## src/rtl/rv32i_pkg.sv

```systemverilog
// Package rv32i: shared RV32I types for the front end.
//   rv32i_inst_u  - 32-bit instruction word, viewable raw or as R-type fields
//   fetch_state_e - fetch unit state (RUN, FLUSH)
//   FETCH_DEPTH   - instruction buffer depth; 2 with RV32I_FETCH_PREFETCH_EN
//                   defined (prefetching, one instr/cycle), otherwise 1
//   FETCH_CNT_W   - width of the outstanding/discard counters
package rv32i;

  typedef struct packed {
    logic [6:0] funct7;
    logic [4:0] rs2;
    logic [4:0] rs1;
    logic [2:0] funct3;
    logic [4:0] rd;
    logic [6:0] opcode;
  } rv32i_rtype_t;

  typedef union packed {
    logic [31:0]  raw;
    rv32i_rtype_t r;
  } rv32i_inst_u;

  typedef enum logic {
    RUN   = 1'b0,
    FLUSH = 1'b1
  } fetch_state_e;

`ifdef RV32I_FETCH_PREFETCH_EN
  localparam int FETCH_DEPTH = 2;
`else
  localparam int FETCH_DEPTH = 1;
`endif

  localparam int FETCH_CNT_W = 2;

endpackage

```

## src/rtl/fetch_fifo.sv

```systemverilog
// fetch_fifo: in-order buffer of fetched instructions, each tagged with its PC.
// Ports:
//   clk_i, rst_ni        clock, asynchronous active-low reset
//   flush_i              drop all entries (wins over write/read)
//   wr_en_i, wr_instr_i, wr_pc_i   push one entry
//   rd_en_i              pop the head entry
//   valid_o, instr_o, pc_o         head entry (storage is reset to 0, so the
//                                   head reads 0 after reset)
//   count_o              number of entries held
// A write and a pop may happen in the same cycle even when full.
module fetch_fifo #(
  parameter int DEPTH = 2
) (
  input  logic                           clk_i,
  input  logic                           rst_ni,
  input  logic                           flush_i,
  input  logic                           wr_en_i,
  input  logic [31:0]                    wr_instr_i,
  input  logic [31:0]                    wr_pc_i,
  input  logic                           rd_en_i,
  output logic                           valid_o,
  output logic [31:0]                    instr_o,
  output logic [31:0]                    pc_o,
  output logic [$clog2(DEPTH+1)-1:0]     count_o
);

  localparam int PTR_W = (DEPTH > 1) ? $clog2(DEPTH) : 1;
  localparam int CNT_W = $clog2(DEPTH + 1);
  localparam int SLOTS = 1 << PTR_W;

  logic [31:0]      instr_mem_q [SLOTS];
  logic [31:0]      pc_mem_q    [SLOTS];
  logic [PTR_W-1:0] wr_ptr_q, rd_ptr_q;
  logic [CNT_W-1:0] cnt_q;

  logic full, wr_ok, rd_ok;

  assign full  = (cnt_q == CNT_W'(DEPTH));
  // When full, a write is only legal alongside a pop of the head.
  assign rd_ok = rd_en_i & (cnt_q != '0);
  assign wr_ok = wr_en_i & (~full | rd_ok);

  function automatic logic [PTR_W-1:0] ptr_next(input logic [PTR_W-1:0] p);
    return (p == PTR_W'(DEPTH - 1)) ? '0 : p + PTR_W'(1);
  endfunction

  always_ff @(posedge clk_i or negedge rst_ni) begin
    if (!rst_ni) begin
      for (int i = 0; i < SLOTS; i++) begin
        instr_mem_q[i] <= '0;
        pc_mem_q[i]    <= '0;
      end
      wr_ptr_q <= '0;
      rd_ptr_q <= '0;
      cnt_q    <= '0;
    end else if (flush_i) begin
      wr_ptr_q <= '0;
      rd_ptr_q <= '0;
      cnt_q    <= '0;
    end else begin
      if (wr_ok) begin
        instr_mem_q[wr_ptr_q] <= wr_instr_i;
        pc_mem_q[wr_ptr_q]    <= wr_pc_i;
        wr_ptr_q              <= ptr_next(wr_ptr_q);
      end
      if (rd_ok) begin
        rd_ptr_q <= ptr_next(rd_ptr_q);
      end
      cnt_q <= cnt_q + CNT_W'(wr_ok) - CNT_W'(rd_ok);
    end
  end

  assign valid_o = (cnt_q != '0);
  assign instr_o = instr_mem_q[rd_ptr_q];
  assign pc_o    = pc_mem_q[rd_ptr_q];
  assign count_o = cnt_q;

endmodule

```

## src/rtl/fetch.sv

```systemverilog
// fetch: RV32I instruction fetch unit.
// Configuration macro: RV32I_FETCH_PREFETCH_EN (buffer depth 2 and up to two
// outstanding requests when defined; depth 1 / one outstanding otherwise).
// Ports:
//   clk, rst_n                         clock, asynchronous active-low reset
//   imem_req/imem_addr/imem_gnt        request channel; accepted on req&gnt
//   imem_rvalid/imem_rdata             in-order responses, >=1 cycle after grant
//   redirect/redirect_pc               flush and restart at a new PC
//   instr_valid/instr_ready/instr/instr_pc   decoder channel
//   dbg_state_o                        current FSM state (RUN/FLUSH)
// Handshakes: a transfer happens in a cycle where valid (req) and ready (gnt)
// are both high; the sender keeps its payload stable while valid is high and
// ready is low, except that redirect may change the fetch address and
// withdraw buffered instructions.
module fetch
  import rv32i::*;
#(
  parameter logic [31:0] RESET_PC = 32'h0000_0000
) (
  input  logic         clk,
  input  logic         rst_n,
  output logic         imem_req,
  output logic [31:0]  imem_addr,
  input  logic         imem_gnt,
  input  logic         imem_rvalid,
  input  logic [31:0]  imem_rdata,
  input  logic         redirect,
  input  logic [31:0]  redirect_pc,
  output logic         instr_valid,
  input  logic         instr_ready,
  output rv32i_inst_u  instr,
  output logic [31:0]  instr_pc,
  output fetch_state_e dbg_state_o
);

  logic [31:0]            pc_q, pc_d;
  logic [31:0]            rsp_pc_q, rsp_pc_d;   // PC of the next kept response
  logic [FETCH_CNT_W-1:0] out_q, out_d;         // requests granted, not answered
  logic [FETCH_CNT_W-1:0] disc_q, disc_d;       // stale responses still to drop
  fetch_state_e           state_q, state_d;

  logic [$clog2(FETCH_DEPTH+1)-1:0] fifo_cnt;
  logic [31:0] fifo_instr;
  logic        gnt_fire, rsp_fire, pop_fire, buf_wr;
  logic [2:0]  used_c;
  logic        unused_redirect_lsbs;

  assign unused_redirect_lsbs = ^redirect_pc[1:0];

  assign gnt_fire = imem_req & imem_gnt;
  // A response with nothing outstanding belongs to a request from before
  // reset and is ignored.
  assign rsp_fire = imem_rvalid & (out_q != '0);
  assign pop_fire = instr_valid & instr_ready & ~redirect;
  assign buf_wr   = rsp_fire & (state_q == RUN) & ~redirect;

  // Slots already claimed: in flight plus buffered, minus the entry leaving
  // this cycle. Counting the pop lets the buffer stream at full rate.
  assign used_c   = {1'b0, out_q} + 3'(fifo_cnt) - {2'b00, pop_fire};
  assign imem_req = rst_n & (used_c < 3'(FETCH_DEPTH));
  assign imem_addr = pc_q;

  always_comb begin
    pc_d     = pc_q;
    rsp_pc_d = rsp_pc_q;
    disc_d   = disc_q;
    state_d  = state_q;
    out_d    = out_q + {1'b0, gnt_fire} - {1'b0, rsp_fire};

    if (gnt_fire) pc_d = pc_q + 32'd4;
    if (buf_wr)   rsp_pc_d = rsp_pc_q + 32'd4;

    case (state_q)
      RUN: ;
      FLUSH: begin
        if (rsp_fire) begin
          disc_d = disc_q - FETCH_CNT_W'(1);
          if (disc_q == FETCH_CNT_W'(1)) state_d = RUN;
        end
      end
      default: state_d = RUN;
    endcase

    // Everything still in flight after this cycle (including a grant made
    // now) belongs to the old path; a response arriving now is dropped too.
    if (redirect) begin
      pc_d     = {redirect_pc[31:2], 2'b00};
      rsp_pc_d = {redirect_pc[31:2], 2'b00};
      disc_d   = out_d;
      state_d  = (out_d != '0) ? FLUSH : RUN;
    end
  end

  always_ff @(posedge clk or negedge rst_n) begin
    if (!rst_n) begin
      pc_q     <= RESET_PC;
      rsp_pc_q <= RESET_PC;
      out_q    <= '0;
      disc_q   <= '0;
      state_q  <= RUN;
    end else begin
      pc_q     <= pc_d;
      rsp_pc_q <= rsp_pc_d;
      out_q    <= out_d;
      disc_q   <= disc_d;
      state_q  <= state_d;
    end
  end

  fetch_fifo #(
    .DEPTH(FETCH_DEPTH)
  ) u_fifo (
    .clk_i      (clk),
    .rst_ni     (rst_n),
    .flush_i    (redirect),
    .wr_en_i    (buf_wr),
    .wr_instr_i (imem_rdata),
    .wr_pc_i    (rsp_pc_q),
    .rd_en_i    (pop_fire),
    .valid_o    (instr_valid),
    .instr_o    (fifo_instr),
    .pc_o       (instr_pc),
    .count_o    (fifo_cnt)
  );

  assign instr       = rv32i_inst_u'(fifo_instr);
  assign dbg_state_o = state_q;

endmodule

```

## config.mk

```make
export PLATFORM = sky130hd
export DESIGN_NAME = fetch
export DESIGN_NICKNAME = d
export VERILOG_FILES = /design/src/rtl/rv32i_pkg.sv /design/src/rtl/fetch_fifo.sv /design/src/rtl/fetch.sv
export SDC_FILE = /design/constraint.sdc
export NUM_CORES = 1
export LEC_CHECK = 0
export ABC_AREA = 0
export CAP_MARGIN = 40
export CORE_UTILIZATION = 53
export DETAILED_ROUTE_END_ITERATION = 10
export PLACE_DENSITY = 0.95
export RECOVER_POWER = 25
export SYNTH_ARGS = -nofsm -noshare
export SYNTH_HDL_FRONTEND = slang
export SYNTH_SLANG_ARGS = --single-unit
```

## constraint.sdc

```tcl
create_clock -name clk -period 6.3 [get_ports clk]
set_input_delay 0.945 -clock clk [delete_from_list [all_inputs] [get_ports clk]]
set_output_delay 0.945 -clock clk [all_outputs]
set_load 0.02 [all_outputs]
```

==> metrics.yaml <==
synth:
  yosysWarningCount: 0
  seq_area_frac_synth: 0.484
  synth_edf_count: 0
  async_reset_ff_frac: 1.00
  synth_area_mm2: 0.00662
  dominantRegCellSynth: "dfrtp_1"
  syn_inst: 610
  ys_types: 58
  synth_seq_cells: 128
  syn_avg_cell_area_um2: 10.9
power_and_ir_drop:
  p_seq_frac: 0.336
  swShare: 0.331
  p_per_area_mw_per_mm2: 429
  peakVddDrop_mv: 0.303
  leakage_nw: 3.51
  p_switching_mw: 1.28
  pwr-share-comb: 0.361
  intPower_mw: 2.58
  clockPowerShare: 0.303
  power_mw: 3.86
timing:
  relSlewSlack: -1.23
  skew_ns: 0.00791
  hold-worst-slack_ns: 0.488
  fin_crit_ns: 4.69
  grt_setup_unrepaired: "false"
  hold_viol_final: 0
  worstMarginPinSlew_ns: 3.34
  maxSlewViolCount: 76
  setup_viol: 0
  final.setup.tns_ns: 0
  fin_crit_sh: 0.744
  max_clock_freq_ghz: 0.213
critical_path:
  cp.required_ns: 5.35
  endpoint_kind: "primary output"
  path_class: "in2out"
  cp.arrival_ns: 3.74
  cp-start-kind: "input pin"
  cp_max_fo: 10
outcome:
  failed_checks: "max-capacitance violations, max-slew violations"
  status: "finished, violations left"
clock_tree:
  cts_buffer_depth: 2
  cts_tree: "yes"
  cts_root_buffer: "clkbuf_16"
  clkSinkCount: 128
  post-cts-setup-buffers: 0
  cts_resized: 0
  clkLatencyLatePin_ns: 0.42
  cts-buffers-inserted: 17
  clk_pin_slew_ns: 0.06
  cts-hold-fix-buffers: 0
  htreeDepth: 4
placed_design:
  dp_hpwl_mm: 13.0
  placed_area_mm2: 0.00830
  gp_congestion: 0.883
  portBuffers: 162
layout:
  area_growth_pct: 35.9
  layout-drive-gt1-share: 0.157
  nNetsFinal: 838
  fill_cells: 790
  antenna_cells: 0
  fin_util: 0.743
  fin_area_mm2: 0.00899
route:
  drc: 0
  wl_per_cell_um: 20.2
  first_pass_iters: 7
  drt_iter0_drc: 638
  final_antenna_net_count: 0
  finalWirelength_mm: 19.0
  vias: 6015
  viasPerCell: 6.41
flow_run:
  drv_cap: 2
floorplanning:
  rows: 40
  start_util: 0.547
  ioPinCount: 169
  die-area_mm2: 0.0129
  die_h_um: 114
  die_width_um: 114
  core_mm2: 0.0121
global_route:
  grt_usage: 0.298
  grt_pass1_vias: 5915
  antenna_found_initial: 0
  grt_overflow: 0
  grt_pass1_wl_mm: 29.8
  grt_start_max_net_pins: 71
worst_hold_path:
  hold_path.class: "reg2reg"
placed cells by master (no fill, tap or decap), types with 3 or more instances in the layout:
cell,netlist,routed
clkdlybuf4s50_1,0,159
dfrtp_1,128,128
mux2_2,68,68
nand2_1,31,31
nor2_1,30,30
nor4_1,25,24
a31oi_1,24,24
nor3_1,21,21
o31ai_1,20,20
or4_1,20,20
nand4_1,18,18
nand3_1,18,18
clkbuf_16,0,17
inv_1,15,15
a311oi_1,14,14
a211oi_1,11,11
and3_1,11,11
and4_1,11,11
ha_1,9,9
o21ai_0,7,8
nor2b_1,8,8
xor2_1,8,8
xnor2_1,8,8
or3_1,7,7
bufinv_16,0,7
nand2b_1,5,5
or2_2,5,5
mux2_1,4,4
conb_1,1,4
buf_4,4,4
and2_1,3,3
nor4b_1,3,3
mux2i_1,3,3
a21oi_1,3,3
buf_2,11,3
layout make-up:
| class | count | area (um^2) | share of cell area |
|---|---|---|---|
| flip-flops and latches | 128 | 3200 | 0.356 |
| clock inverters | 13 | 256 | 0.0285 |
| multi-input cells | 426 | 3150 | 0.350 |
| repair buffers | 169 | 1670 | 0.186 |
| inverters | 16 | 60.1 | 0.00668 |
| clock buffers | 19 | 443 | 0.0492 |
| well taps | 168 | 210 | 0.0234 |
path summary, 6_finish.rpt:
| path | start | to | slack (ns) | cells past startpoint |
|---|---|---|---|---|
| min reg2reg | u_fifo.instr_mem_q[36]$_DFFE_PN0P_ | u_fifo.instr_mem_q[36]$_DFFE_PN0P_ | 0.49 | 1 |
| min | u_fifo.instr_mem_q[36]$_DFFE_PN0P_ | u_fifo.instr_mem_q[36]$_DFFE_PN0P_ | 0.49 | 1 |
| max in group asynchronous | rst_n | u_fifo.instr_mem_q[55]$_DFFE_PN0P_ | 1.97 | 2 |
| min in group asynchronous | rst_n | imem_addr[20]$_DFFE_PN0P_ | 0.66 | 1 |
| max | instr_ready | imem_req | 1.61 | 11 |
| max reg2reg | out_q[1]$_DFF_PN0_ | dbg_state_o$_DFF_PN0_ | 2.73 | 9 |
cell usage after synthesis, types with 2 or more instances:
cell        n  share of area
nor2b_1     8         0.0076
and4_1     11          0.015
nand2b_1    5         0.0047
xor2_1      8          0.011
clkbuf_8    3         0.0062
a31oi_1    24          0.023
a21oi_1     3         0.0023
buf_2      11         0.0083
nand2_1    31          0.018
or2_2       5         0.0047
nor4b_1     3         0.0040
mux2i_1     3         0.0045
ha_1        9          0.017
o31ai_1    20          0.023
a221oi_1    2         0.0026
a311oi_1   14          0.019
and2_1      3         0.0028
o21ai_0     7         0.0053
o22ai_1     2         0.0019
a211oi_1   11          0.012
nor2_1     30          0.017
and3_1     11          0.010
buf_4       4         0.0045
nand4_1    18          0.017
mux2_2     68           0.12
or3_2       2         0.0023
buf_1       5         0.0028
nor3b_1     2         0.0023
mux2_1      4         0.0068
clkbuf_1   19          0.011
nand3_1    18          0.014
inv_1      15         0.0085
dfrtp_1   128           0.48
or4_1      20          0.023
xnor2_1     8          0.011
or3_1       7         0.0066
a311o_1     2         0.0030
nor3_1     21          0.016
nor4_1     25          0.024
or4_2       2         0.0026
through the flow:
| stage | instances | setup WS (ns) |
|---|---|---|
| global placement | 904 | 1.75 |
| CTS | 939 | 1.63 |
| global route | 939 | 1.14 |
| detailed placement | 907 | 1.65 |
| floorplan | 613 | 1.67 |
| finish | 939 | 1.61 |
state kept, by name (all words and copies together) (netlist names):
register            cells
rsp_pc_q               30
u_fifo.count_o          1
dbg_state_o             1
u_fifo.instr_mem_q     32
disc_q                  2
imem_addr              30
u_fifo.pc_mem_q        30
out_q                   2
logic make-up after synthesis:
logic type,share of synthesized area
AOI/OAI and AO/OA,0.101
xor gates and xnor gates,0.0212
adders and majority gates,0.0200
buffers and inverters,0.0435
DFF,0.484
muxes,0.127
other,0.000566
and+or+nand+nor,0.203
power by group through the flow:
stage / sequential, mW / combinational [mW] / clock [mW]
after floorplan: 1.54 / 0.471 / 0
after global placement: 1.28 / 1.34 / 0
after detailed placement: 1.30 / 1.38 / 0
after CTS: 1.29 / 1.40 / 1.18
after global routing: 1.33 / 1.47 / 1.22
final: 1.30 / 1.39 / 1.17
critical path, cell delays in order:
cell and delay (ns):
clkdlybuf4s50_1 0.47, nand3_1 0.13, inv_1 0.10, ha_1 0.23, inv_1 0.06, ha_1 0.13
inv_1 0.05, fa_1 0.39, xor2_1 0.54, nor2_1 0.12, clkdlybuf4s50_1 0.58
metal layers:
layer,share of wire,track usage
met5,0,0
met4,0.053,0.175
met3,0.092,0.0691
met2,0.47,0.474
met1,0.38,0.375
Power figures use the tool's default switching activity.
==> RTL edit 1: new RTL, config.mk and constraints unchanged <==
Build with the macro `RV32I_FETCH_PREFETCH_EN` defined.
--- a/src/rtl/rv32i_pkg.sv
+++ b/src/rtl/rv32i_pkg.sv
@@ -4,6 +4,8 @@
 //   FETCH_DEPTH   - instruction buffer depth; 2 with RV32I_FETCH_PREFETCH_EN
 //                   defined (prefetching, one instr/cycle), otherwise 1
 //   FETCH_CNT_W   - width of the outstanding/discard counters
+`define RV32I_FETCH_PREFETCH_EN
+
 package rv32i;
 
   typedef struct packed {
Check against the original RTL: not equivalent (Yosys sat finds a counterexample within 4 cycles, from zero or initial values and one cycle with rst_n low).
==> RTL edit 1 against the unedited design <==
The run still ends with max-capacitance violations, max-slew violations left. Final area grew 34%. Sequential power grew 52%. Fmax shrank 1.9%. Sequential cell count grew 65. Routed wire length grew 22%. Highest routed layer unchanged. Setup slack lost 0.091 ns. Power grew 29%. First-iteration DRC count grew 20%. Synthesized area grew 48%.
==> RTL edit 1: results (changes against the unedited design) <==
[worst_setup_path]
max_stage_delay_ns = 2.33  ; +1.75 ns
critPathLaunch = redirect
critical_path_arrival_ns = 5.09  ; +1.35 ns
crit_fanout = 81  ; +71
cp_slowest_cell = clkbuf_1

[placement]
placed_cell_area_mm2 = 0.0116  ; +39%
hpwlAfterDp_um = 15900  ; +22%
routabilityCongestion = 0.883  ; about the same
place_ws_ns = 1.80  ; +0.154 ns

[sta]
clock_skew_ns = 0.0118  ; +0.00391 ns
final_max_slew_viol_count = 139  ; +83%
maxSlewHeadroom_pct = -123  ; +0.15 points

[clock_network]
clock_latency_ns = 0.44  ; +0.02 ns

[route]
drt_iter0_drc = 768  ; +20%
via_per_inst = 6.16  ; -3.8%
wl_um = 23200  ; +22%

[synthesis]
synth_common_cells = 193 x dfrtp_1, 190 x mux2_2, 36 x nor2_1
synth_area_leaders = dfrtp_1 49%, mux2_2 22%, a211oi_1 1.8%

[cells_and_area]
final_core_util_pct = 67.1  ; -7.2 points
stdcell_count = 1203  ; +28%
drive_above_1_share_pct = 26.2  ; +10 points

[hold_path]
min_path_type = in2async

[grt]
grt_pass1_wl_um = 36800  ; +24%
grt_start_max_net_pins = 82  ; +15%
grt_usage_pct = 25.3  ; -4.6 points

[power]
leakage_nw = 5.04  ; +44%

[run_status]
failed_checks = max-capacitance violations, max-slew violations
outcome = complete, but fails checks

[run]
maxCapViolations = 2  ; unchanged

RTL edit 1: layout make-up:
| cell class | count | share of cell area, % |
|---|---|---|
| repair buffers | 175 | 14.4 |
| inverters | 17 | 0.528 |
| clock buffers | 17 | 3.52 |
| flip-flops and latches | 193 | 40.0 |
| well taps | 229 | 2.37 |
| multi-input cells | 557 | 38.0 |
| clock inverters | 15 | 1.17 |
RTL edit 1: where the power goes:
part           leakage, nW  total [mW]  switching, mW  internal, mW
Clock                0.279        1.05          0.519         0.527
Combinational         2.36        1.96          0.887          1.07
Sequential            2.40        1.97          0.301          1.66
Total                 5.04        4.97           1.71          3.26
RTL edit 1: cell families after synthesis:
kind of cell    after synthesis  share of synthesized area, %
compound gates               97                          6.95
xor+xnor                     20                          1.79
fa+ha+maj                    10                          1.36
buf+inv                      76                          3.86
flops                       193                          49.4
mux                         198                          22.7
other cells                   1                        0.0383
simple gates                228                          13.9
RTL edit 1: worst paths after layout:
check	endpoint	slack [ns]	cells after the start
worst max-delay path	u_fifo.pc_mem_q[10]	1.52	7
worst min-delay path	u_fifo.instr_mem_q[61]	0.47	1
worst max register to register	imem_addr[19]	2.47	10
worst min register to register	u_fifo.pc_mem_q[45]	0.49	1
max in group asynchronous	u_fifo.rd_ptr_q	1.75	3
min in group clk	u_fifo.pc_mem_q[45]	0.49	1
RTL edit 1: metal layers:
| layer | routed length (um) | vias to the layer above | global-route usage (%) |
|---|---|---|---|
| met2 | 10800 | 349 | 40.2 |
| met1 | 9800 | 3665 | 32.5 |
| met5 | 0 | - | 0 |
| met3 | 1880 | 53 | 6.69 |
| met4 | 692 | 0 | 10.9 |
| li1 | - | 3348 | - |
==> RTL edit 2: new RTL, config.mk and constraints unchanged <==
Made on the original files. Put one more register stage on the output `dbg_state_o`. The value now appears one clock later. The other outputs are not delayed to match.
--- a/src/rtl/fetch.sv
+++ b/src/rtl/fetch.sv
@@ -124,7 +124,9 @@
   );
 
   assign instr       = rv32i_inst_u'(fifo_instr);
-  assign dbg_state_o = state_q;
+  always_ff @(posedge clk) begin
+    dbg_state_o <= state_q;
+  end
 
 endmodule
 
Formal check against the unedited RTL: not equivalent (Yosys sat finds a counterexample within 4 cycles, from zero or initial values and one cycle with rst_n low).
==> RTL edit 2 against the unedited design <==
The flow still finishes with violations (max-capacitance violations, max-slew violations). Sequential share of layout area increased by 0.48 points. Combinational power barely moved. Routed wire length is 0.32% higher. Final area decreased by 0.72%. Power is 4.4% lower. Setup slack got worse by 0.35 ns. Count of clock-buffer cells in the layout rose by 5. Synthesized area grew 0.30%. Sequential cell count is 1 higher.
==> RTL edit 2: results (changes against the unedited design) <==
[grt]
grt_pass1_wl_um = 30400  ; +2.2%
first_global_vias = 6007  ; +1.6%
grt_usage_pct = 30.5  ; +0.62 points

[cells_and_area]
fin_nets = 840  ; +0.24%
drive_above_1_share_pct = 15.5  ; -0.17 points
stdcell_count = 941  ; +0.21%

[worst_setup_path]
reg2regPathDepth = 11  ; +2
max_stage_delay_ns = 1.52  ; +0.94 ns
rrSetupSlack_ns = 2.65  ; -0.08 ns
cp_slowest_cell = clkbuf_1
reg2reg_from = u_fifo.count_o
critical_path_arrival_ns = 4.10  ; +0.36 ns
crit_fanout = 38  ; +28
worstReg2RegEnd = imem_addr[17]

[placement]
dp_cells = 909  ; +0.22%
place_ws_ns = 1.62  ; -0.0343 ns
placed_cell_area_mm2 = 0.00834  ; +0.45%
routabilityCongestion = 0.865  ; -2.0%

[synthesis]
synth.distinct_cells = 59  ; +1.7%
synth_area_leaders = dfrtp_1 48%, mux2_2 12%, nor4_1 2.4%
ys_seq_area_share_pct = 48.5  ; +0.16 points
syn_avg_cell_area_um2 = 10.9  ; +0.14%
async_reset_ff_share_pct = 99.2  ; -0.78 points

[route]
drt-pass1-iter-count = 8  ; +1
via_per_inst = 6.38  ; -0.35%
drt_iter0_drc = 605  ; -5.2%
wl_um = 19000  ; +0.32%

[run_status]
failed_checks = max-capacitance violations, max-slew violations
outcome = complete, but fails checks

[sta]
worst_slew_pin_slew_ns = 2.18  ; -1.16 ns
hold_slack_ns = 0.484  ; -0.00458 ns
final_max_slew_viol_count = 77  ; +1.3%
clock_skew_ns = 0.0104  ; +0.00246 ns

[run]
maxCapViolations = 2  ; unchanged

[power]
peakVddDrop_v = 0.000314  ; +3.8%
leakage_nw = 3.47  ; -1.0%

[clock_network]
cts.repair.resized = 0  ; unchanged
post_cts_buffers = 0  ; unchanged

[hold_path]
min_to = u_fifo.instr_mem_q[37]
min_delay_path_depth = 1  ; unchanged
hp-start = u_fifo.instr_mem_q[37]

RTL edit 2: cell count changes in the layout (fill, tap and decap cells not counted), sizes merged:
cell           change
dlygate4sd3        -1
clkinvlp           +1
inv                -2
clkdlybuf4s50      +1
clkinv             +1
dfxtp              +1
clkbuf             +6
bufinv             -5
RTL edit 2: per-layer routing:
| metal | part of all wire (%) | vias to the layer above | global-route usage, % |
|---|---|---|---|
| met2 | 48 | 391 | 48.9 |
| li1 | - | 2636 | - |
| met1 | 38 | 2890 | 37.6 |
| met3 | 9.0 | 90 | 8.02 |
| met4 | 4.9 | 0 | 16.5 |
| met5 | 0 | - | 0 |
RTL edit 2: worst max path at each step:
| stage | slack (ns) | to | start |
|---|---|---|---|
| 2_1_floorplan | 1.67 | state_q | redirect |
| 3_3_place_gp | 1.76 | imem_req | instr_ready |
| 6_report | 1.26 | imem_req | rst_n |
| 3_5_place_dp | 1.62 | imem_req | instr_ready |
| 5_1_grt | 0.80 | imem_req | rst_n |
| 4_1_cts | 1.59 | imem_req | instr_ready |
RTL edit 2: cell type report:
type	count	area [um2]
Sequential cell	129	3220
Fill cell	838	3180
Multi-Input combinational cell	426	3160
Timing Repair Buffer	170	1680
Clock buffer	24	492
Tap cell	168	210
Clock inverter	8	105
Inverter	16	60.1
RTL edit 2: cell families after synthesis:
| group | after synthesis | share of synthesized area [%] |
|---|---|---|
| xor+xnor | 16 | 2.11 |
| fa+ha+maj | 10 | 2.00 |
| simple gates | 229 | 20.3 |
| flops | 129 | 48.5 |
| other cells | 1 | 0.0565 |
| buf+inv | 59 | 4.33 |
| compound gates | 92 | 10.0 |
| mux | 75 | 12.7 |
RTL edit 2: power by group:
group	switching (mW)	total, mW	internal (mW)
clock	0.363	0.987	0.624
sequential	0.210	1.31	1.09
combinational	0.694	1.39	0.701
